==> src/rtl/psg_pkg.sv <==
// Shared types for the PSG write scheduler: write entry layout and commit FSM states.
package psg_pkg;

    localparam int PSG_ADDR_W = 4;
    localparam int PSG_DATA_W = 8;

    typedef struct packed {
        logic [PSG_ADDR_W-1:0] addr;
        logic [PSG_DATA_W-1:0] data;
    } psg_wr_t;

    typedef enum logic {
        IDLE = 1'b0,
        GAP  = 1'b1
    } psg_sched_state_t;

endpackage

==> src/rtl/psg_wr_fifo.sv <==
// Synchronous write FIFO of psg_wr_t entries. Full, empty and level are registered,
// so a pop in the same cycle never frees a slot for a push until the next cycle.
module psg_wr_fifo
    import psg_pkg::*;
#(
    parameter int DEPTH = 8,
    parameter int LVL_W = $clog2(DEPTH) + 1
) (
    input  logic             clk_in,
    input  logic             reset,
    input  logic             flush,
    input  logic             push,
    input  logic             pop,
    input  psg_wr_t          wr_entry,
    output psg_wr_t          head,
    output logic             full,
    output logic             empty,
    output logic [LVL_W-1:0] level
);

    localparam int PTR_W = $clog2(DEPTH);

    psg_wr_t          mem_q [DEPTH];
    logic [PTR_W-1:0] wr_ptr_q, wr_ptr_d;
    logic [PTR_W-1:0] rd_ptr_q, rd_ptr_d;
    logic [LVL_W-1:0] level_q, level_d;
    logic             full_q, full_d;
    logic             empty_q, empty_d;
    logic             do_push, do_pop;

    // Next pointer/level/flag values; flush discards everything queued.
    always_comb begin
        do_push  = push && !full_q && !flush;
        do_pop   = pop && !empty_q && !flush;
        wr_ptr_d = wr_ptr_q;
        rd_ptr_d = rd_ptr_q;
        level_d  = level_q;
        if (flush) begin
            wr_ptr_d = '0;
            rd_ptr_d = '0;
            level_d  = '0;
        end else begin
            if (do_push) wr_ptr_d = wr_ptr_q + PTR_W'(1);
            if (do_pop)  rd_ptr_d = rd_ptr_q + PTR_W'(1);
            level_d = level_q + LVL_W'(do_push) - LVL_W'(do_pop);
        end
        full_d  = (level_d == LVL_W'(DEPTH));
        empty_d = (level_d == '0);
    end

    // Pointer and status registers.
    always_ff @(posedge clk_in) begin
        if (reset) begin
            wr_ptr_q <= '0;
            rd_ptr_q <= '0;
            level_q  <= '0;
            full_q   <= 1'b0;
            empty_q  <= 1'b1;
        end else begin
            wr_ptr_q <= wr_ptr_d;
            rd_ptr_q <= rd_ptr_d;
            level_q  <= level_d;
            full_q   <= full_d;
            empty_q  <= empty_d;
        end
    end

    // Storage array; contents need no reset since level gates every read.
    always_ff @(posedge clk_in) begin
        if (do_push) mem_q[wr_ptr_q] <= wr_entry;
    end

    assign head  = mem_q[rd_ptr_q];
    assign full  = full_q;
    assign empty = empty_q;
    assign level = level_q;

endmodule

==> src/rtl/psg_write_scheduler.sv <==
// Round-robin arbitration of PSG register writes into a FIFO, committed to the PSG
// core only on divider strobes with a configurable number of skipped strobes per commit.
//
//   state | meaning
//   IDLE  | next strobe commits the FIFO head if one is queued
//   GAP   | strobes are counted down and ignored after a commit
module psg_write_scheduler
    import psg_pkg::*;
#(
    parameter int NUM_REQ     = 2,
    parameter int ADDR_W      = PSG_ADDR_W,
    parameter int DATA_W      = PSG_DATA_W,
    parameter int FIFO_DEPTH  = 8,
    parameter int GAP_STROBES = 1
) (
    input  logic                        clk_in,
    input  logic                        reset,
    input  logic                        strobe_in,
    input  logic                        flush,
    input  logic [NUM_REQ-1:0]          req_valid,
    output logic [NUM_REQ-1:0]          req_ready,
    input  logic [NUM_REQ*ADDR_W-1:0]   req_addr,
    input  logic [NUM_REQ*DATA_W-1:0]   req_data,
    output logic                        psg_we,
    output logic [ADDR_W-1:0]           psg_addr,
    output logic [DATA_W-1:0]           psg_wdata,
    output logic [$clog2(FIFO_DEPTH):0] fifo_level
);

    localparam int RR_W  = (NUM_REQ > 1) ? $clog2(NUM_REQ) : 1;
    localparam int GAP_W = (GAP_STROBES > 0) ? $clog2(GAP_STROBES + 1) : 1;
    localparam int LVL_W = $clog2(FIFO_DEPTH) + 1;

    logic [RR_W-1:0]   rr_q, rr_d;
    logic [RR_W-1:0]   grant_idx;
    logic              grant_any;
    logic [NUM_REQ-1:0] grant;
    int                cand;
    psg_wr_t           push_entry;
    psg_wr_t           fifo_head;
    logic              fifo_full, fifo_empty;
    logic              pop;

    psg_sched_state_t  state_q, state_d;
    logic [GAP_W-1:0]  gap_cnt_q, gap_cnt_d;
    logic              psg_we_q, psg_we_d;
    logic [ADDR_W-1:0] psg_addr_q, psg_addr_d;
    logic [DATA_W-1:0] psg_wdata_q, psg_wdata_d;

    // Round-robin grant: first valid requester at or after the pointer, only with room.
    always_comb begin
        grant     = '0;
        grant_any = 1'b0;
        grant_idx = '0;
        cand      = 0;
        if (!reset && !fifo_full && !flush) begin
            for (int i = 0; i < NUM_REQ; i++) begin
                cand = int'(rr_q) + i;
                if (cand >= NUM_REQ) cand = cand - NUM_REQ;
                if (!grant_any && req_valid[cand]) begin
                    grant_any = 1'b1;
                    grant_idx = RR_W'(cand);
                end
            end
        end
        if (grant_any) grant[grant_idx] = 1'b1;
        rr_d = rr_q;
        if (grant_any) rr_d = (int'(grant_idx) == NUM_REQ - 1) ? '0 : grant_idx + RR_W'(1);
        push_entry.addr = req_addr[grant_idx*ADDR_W +: ADDR_W];
        push_entry.data = req_data[grant_idx*DATA_W +: DATA_W];
    end

    assign req_ready = grant;

    // Arbiter pointer survives flush; only reset returns it to requester 0.
    always_ff @(posedge clk_in) begin
        if (reset) rr_q <= '0;
        else       rr_q <= rr_d;
    end

    psg_wr_fifo #(
        .DEPTH (FIFO_DEPTH),
        .LVL_W (LVL_W)
    ) u_fifo (
        .clk_in   (clk_in),
        .reset    (reset),
        .flush    (flush),
        .push     (grant_any),
        .pop      (pop),
        .wr_entry (push_entry),
        .head     (fifo_head),
        .full     (fifo_full),
        .empty    (fifo_empty),
        .level    (fifo_level)
    );

    // Commit decision: pop on an eligible strobe, then count off the skipped strobes.
    always_comb begin
        pop         = 1'b0;
        state_d     = state_q;
        gap_cnt_d   = gap_cnt_q;
        psg_we_d    = 1'b0;
        psg_addr_d  = psg_addr_q;
        psg_wdata_d = psg_wdata_q;
        if (flush) begin
            state_d   = IDLE;
            gap_cnt_d = '0;
        end else begin
            case (state_q)
                IDLE: begin
                    if (strobe_in && !fifo_empty) begin
                        pop         = 1'b1;
                        psg_we_d    = 1'b1;
                        psg_addr_d  = fifo_head.addr;
                        psg_wdata_d = fifo_head.data;
                        if (GAP_STROBES > 0) begin
                            gap_cnt_d = GAP_W'(GAP_STROBES);
                            state_d   = GAP;
                        end
                    end
                end
                GAP: begin
                    if (strobe_in) begin
                        gap_cnt_d = gap_cnt_q - GAP_W'(1);
                        if (gap_cnt_q == GAP_W'(1)) state_d = IDLE;
                    end
                end
                default: state_d = IDLE;
            endcase
        end
    end

    // FSM state, gap counter and registered PSG-side outputs.
    always_ff @(posedge clk_in) begin
        if (reset) begin
            state_q     <= IDLE;
            gap_cnt_q   <= '0;
            psg_we_q    <= 1'b0;
            psg_addr_q  <= '0;
            psg_wdata_q <= '0;
        end else begin
            state_q     <= state_d;
            gap_cnt_q   <= gap_cnt_d;
            psg_we_q    <= psg_we_d;
            psg_addr_q  <= psg_addr_d;
            psg_wdata_q <= psg_wdata_d;
        end
    end

    assign psg_we    = psg_we_q;
    assign psg_addr  = psg_addr_q;
    assign psg_wdata = psg_wdata_q;

endmodule

==> config.mk <==
export PLATFORM = sky130hd
export DESIGN_NAME = psg_write_scheduler
export DESIGN_NICKNAME = d
export VERILOG_FILES = /design/src/rtl/psg_pkg.sv /design/src/rtl/psg_wr_fifo.sv /design/src/rtl/psg_write_scheduler.sv
export SDC_FILE = /design/constraint.sdc
export NUM_CORES = 1
export LEC_CHECK = 0
export BUFFER_PORTS_ARGS = -buffer_cell sky130_fd_sc_hd__buf_2
export CORE_MARGIN = 1.5
export CORE_UTILIZATION = 28
export CTS_BUF_LIST = sky130_fd_sc_hd__clkbuf_8 sky130_fd_sc_hd__clkbuf_16
export DETAILED_ROUTE_END_ITERATION = 12
export SLEW_MARGIN = 20
export SYNTH_ARGS = -nofsm -noshare
export SYNTH_HDL_FRONTEND = slang
export SYNTH_HIERARCHICAL = 1
export SYNTH_SLANG_ARGS = --single-unit
==> constraint.sdc <==
create_clock -name clk_in -period 7.7 [get_ports clk_in]
set_input_delay 0.77 -clock clk_in [delete_from_list [all_inputs] [get_ports clk_in]]
set_output_delay 0.77 -clock clk_in [all_outputs]
set_load 0.005 [all_outputs]
==> impl_metrics.yaml <==
synth:
  yosysWarnings: 6
  synth_top_cell_area_share_pct: 55.6
  synth_cell_types: 39
  synthesis.area_sq_um: 5180
  synth_fp_nets: 337
  seq_area_frac_synth_pct: 67.6
  synth_seq_cells: 127
  avgSynthCellArea_sq_um: 17.2
  synth_area_leaders: "edfxtp_1 (56%), mux4_1 (12%), dfxtp_1 (12%)"
  syn_inst: 301
  synth_area_leader_cell: "edfxtp_1"
final_layout:
  layout_common_cells: "edfxtp_1 (96), buf_2 (48), dfxtp_1 (30), nand2_1 (26), mux4_1 (24)"
  stdcell_area_sq_um: 6260
  n_fill_cell: 1698
  layout.nets: 396
  area_growth_pct: 20.9
  final_common_cell: "edfxtp_1"
  drive_above_1_share_pct: 32.2
  antenna_cells: 0
critical_path:
  r2r-end: "u_fifo/full"
  worstPathMaxFanout: 14
  arrival_ns: 3.70
  reg2reg_depth: 8
  regToRegSetupSlack_ns: 4.43
  cp-start-kind: "primary input"
  critPathKind: "primary input to register"
  worstReg2RegStart: "u_fifo/empty"
  worstPathRequired_ns: 8.02
  endpoint_kind: "register"
sta:
  tightest_slew_ns: 0.839
  finalSetupTns_ns: 0
  grt_setup_unrepaired: "false"
  hold_violations: 0
  setup_viol: 0
  layout_setup_ws_ns: 4.32
  slew_headroom_pct: 43.9
  clock_skew_ns: 0.00472
  slew_violations: 0
  fin_crit_ns: 3.38
  period_share_pct: 43.9
  fmax_mhz: 296
flow_run:
  max-cap-violations: 0
placed_design:
  port_buffers: 48
  placed_area_sq_um: 5670
  place_ws_ns: 3.92
  hpwlAfterDp_mm: 6.42
  gp_congestion: 0.738
drt:
  num_vias: 2734
  wl_mm: 10.0
  firstDrtPassIters: 10
  drc: 3
  drt-initial-drc-count: 224
  viasPerCell: 4.54
  wl_per_cell_um: 16.6
  ant_nets: 0
clock_network:
  cts_tree: "yes"
  ctsLongestPathBuffers: 2
  post-cts-setup-buffers: 0
  clk_latency_ns: 0.40
  cts_resized: 0
  cts_buffers: 17
  htree_levels: 4
  clk_pin_slew_ns: 0.06
  clock_sinks: 127
  postCtsHoldBufs: 0
  cts_root_buf: "clkbuf_16"
floorplan:
  fp.dieH_um: 139
  die_w_um: 139
  ios: 49
  core_region_area_sq_um: 18100
  rows: 49
  die-area_sq_um: 19300
  initial_core_util_pct: 28.7
status:
  outcome: "finished with violations"
  violations: "design-rule violations"
power:
  leakage_nw: 2.18
  p_per_area_nw_per_um2: 249
  ir_worst_vdd_mv: 0.166
global_route:
  grt_pass1_vias: 2855
  antenna_found_initial: 0
  overflow: 0
  grt_pass1_wl_mm: 15.8
  grt.total_usage_pct: 10.9
  grt_max_degree: 25
hold_path:
  whs_path_depth: 2
  hp-class: "register to register"
  whs_endpoint: "rr_q"
  hp-start: "rr_q"
[sequential cells by signal, indices dropped and copies added (netlist names), named ones only]
register,flops
psg_wdata,8
psg_addr,4
u_fifo/level,4
u_fifo/empty,1
u_fifo/rd_ptr_q,3
u_fifo/full,1
u_fifo/wr_ptr_q,3
gap_cnt_q,1
u_fifo/mem_q,96
rr_q,1
psg_we,1
state_q,1
[worst max-delay path, stage by stage]
cell      delay [ns]
buf_2           0.16
or4b_4          0.59
clkinv_2        0.18
nor2b_1         0.35
or3b_2          0.52
fa_1            0.43
xnor2_1         0.18
nor3b_1         0.29
a21boi_0        0.22
[area by class of cell]
cell class	instances	area, sq um	area share (%)
Tap cell	229	287	4.57
Inverter	7	27.5	0.439
Clock inverter	9	48.8	0.779
Clock buffer	23	542	8.65
Multi-Input combinational cell	154	1580	25.2
Sequential cell	127	3500	55.9
Timing Repair Buffer	53	278	4.43
[synth_stat cells]
cell,number
fa_1,1
xor2_1,2
mux2i_1,2
mux2_1,9
a21oi_1,6
or3b_2,2
edfxtp_1,96
ha_1,5
a21boi_0,1
a311oi_1,2
clkinv_2,1
dfxtp_1,31
mux4_1,24
xnor2_1,5
o21ai_0,1
or2_2,2
o211a_1,1
buf_2,5
nand3b_1,3
a211oi_1,1
a211o_1,1
or4b_4,1
nand2b_1,4
a21oi_2,9
nand4_1,1
nor4b_1,1
nand2_1,26
nor3_2,1
nor2_1,19
and2_1,2
nor3_1,2
nor3b_1,1
mux2_2,15
clkbuf_1,4
nor2b_1,2
inv_2,1
buf_6,4
nand3_1,2
inv_1,5
[cell families after synthesis]
| family | synth area share [%] |
|---|---|
| AO/OA/AOI/OAI | 3.19 |
| XOR/XNOR | 1.18 |
| adder cells (fa/ha/maj) | 1.59 |
| buffers and inverters | 2.17 |
| flip-flops | 67.6 |
| multiplexers | 17.8 |
| AND/OR/NAND/NOR | 6.52 |
[per-layer routing]
layer / part of all wire [%] / global-route usage [%] / up-vias
li1: - / - / 1292
met1: 47 / 14.3 / 1378
met2: 48 / 17.5 / 56
met3: 4.4 / 3.80 / 8
met4: 0.74 / 2.52 / 0
met5: 0 / 0 / -
[report_power, final]
part	switching, mW	total [mW]	internal (mW)
Combinational	0.0229	0.0382	0.0152
Clock	0.283	0.776	0.492
Sequential	0.00128	0.743	0.742
[worst max-delay path by stage]
stage,from,endpoint,slack (ns),depth (start not counted)
2_1_floorplan,flush,u_fifo/full,4.40,9
3_3_place_gp,reset,u_fifo/mem_q[6][7],3.99,7
3_5_place_dp,reset,u_fifo/mem_q[6][9],3.92,7
4_1_cts,flush,u_fifo/full,4.33,9
5_1_grt,flush,u_fifo/full,4.19,9
6_report,flush,u_fifo/full,4.32,9
[per-stage QoR]
stage	utilization, %	instances	power, mW	hold WS [ns]
floorplan	-	301	0.778	0.420
global placement	31.3	570	0.795	0.443
detailed placement	31.3	570	0.797	0.446
CTS	34.6	602	1.57	0.457
global route	34.6	602	1.61	0.491
finish	34.6	602	1.56	0.453
Note: power is estimated with default switching activity, not from simulation.
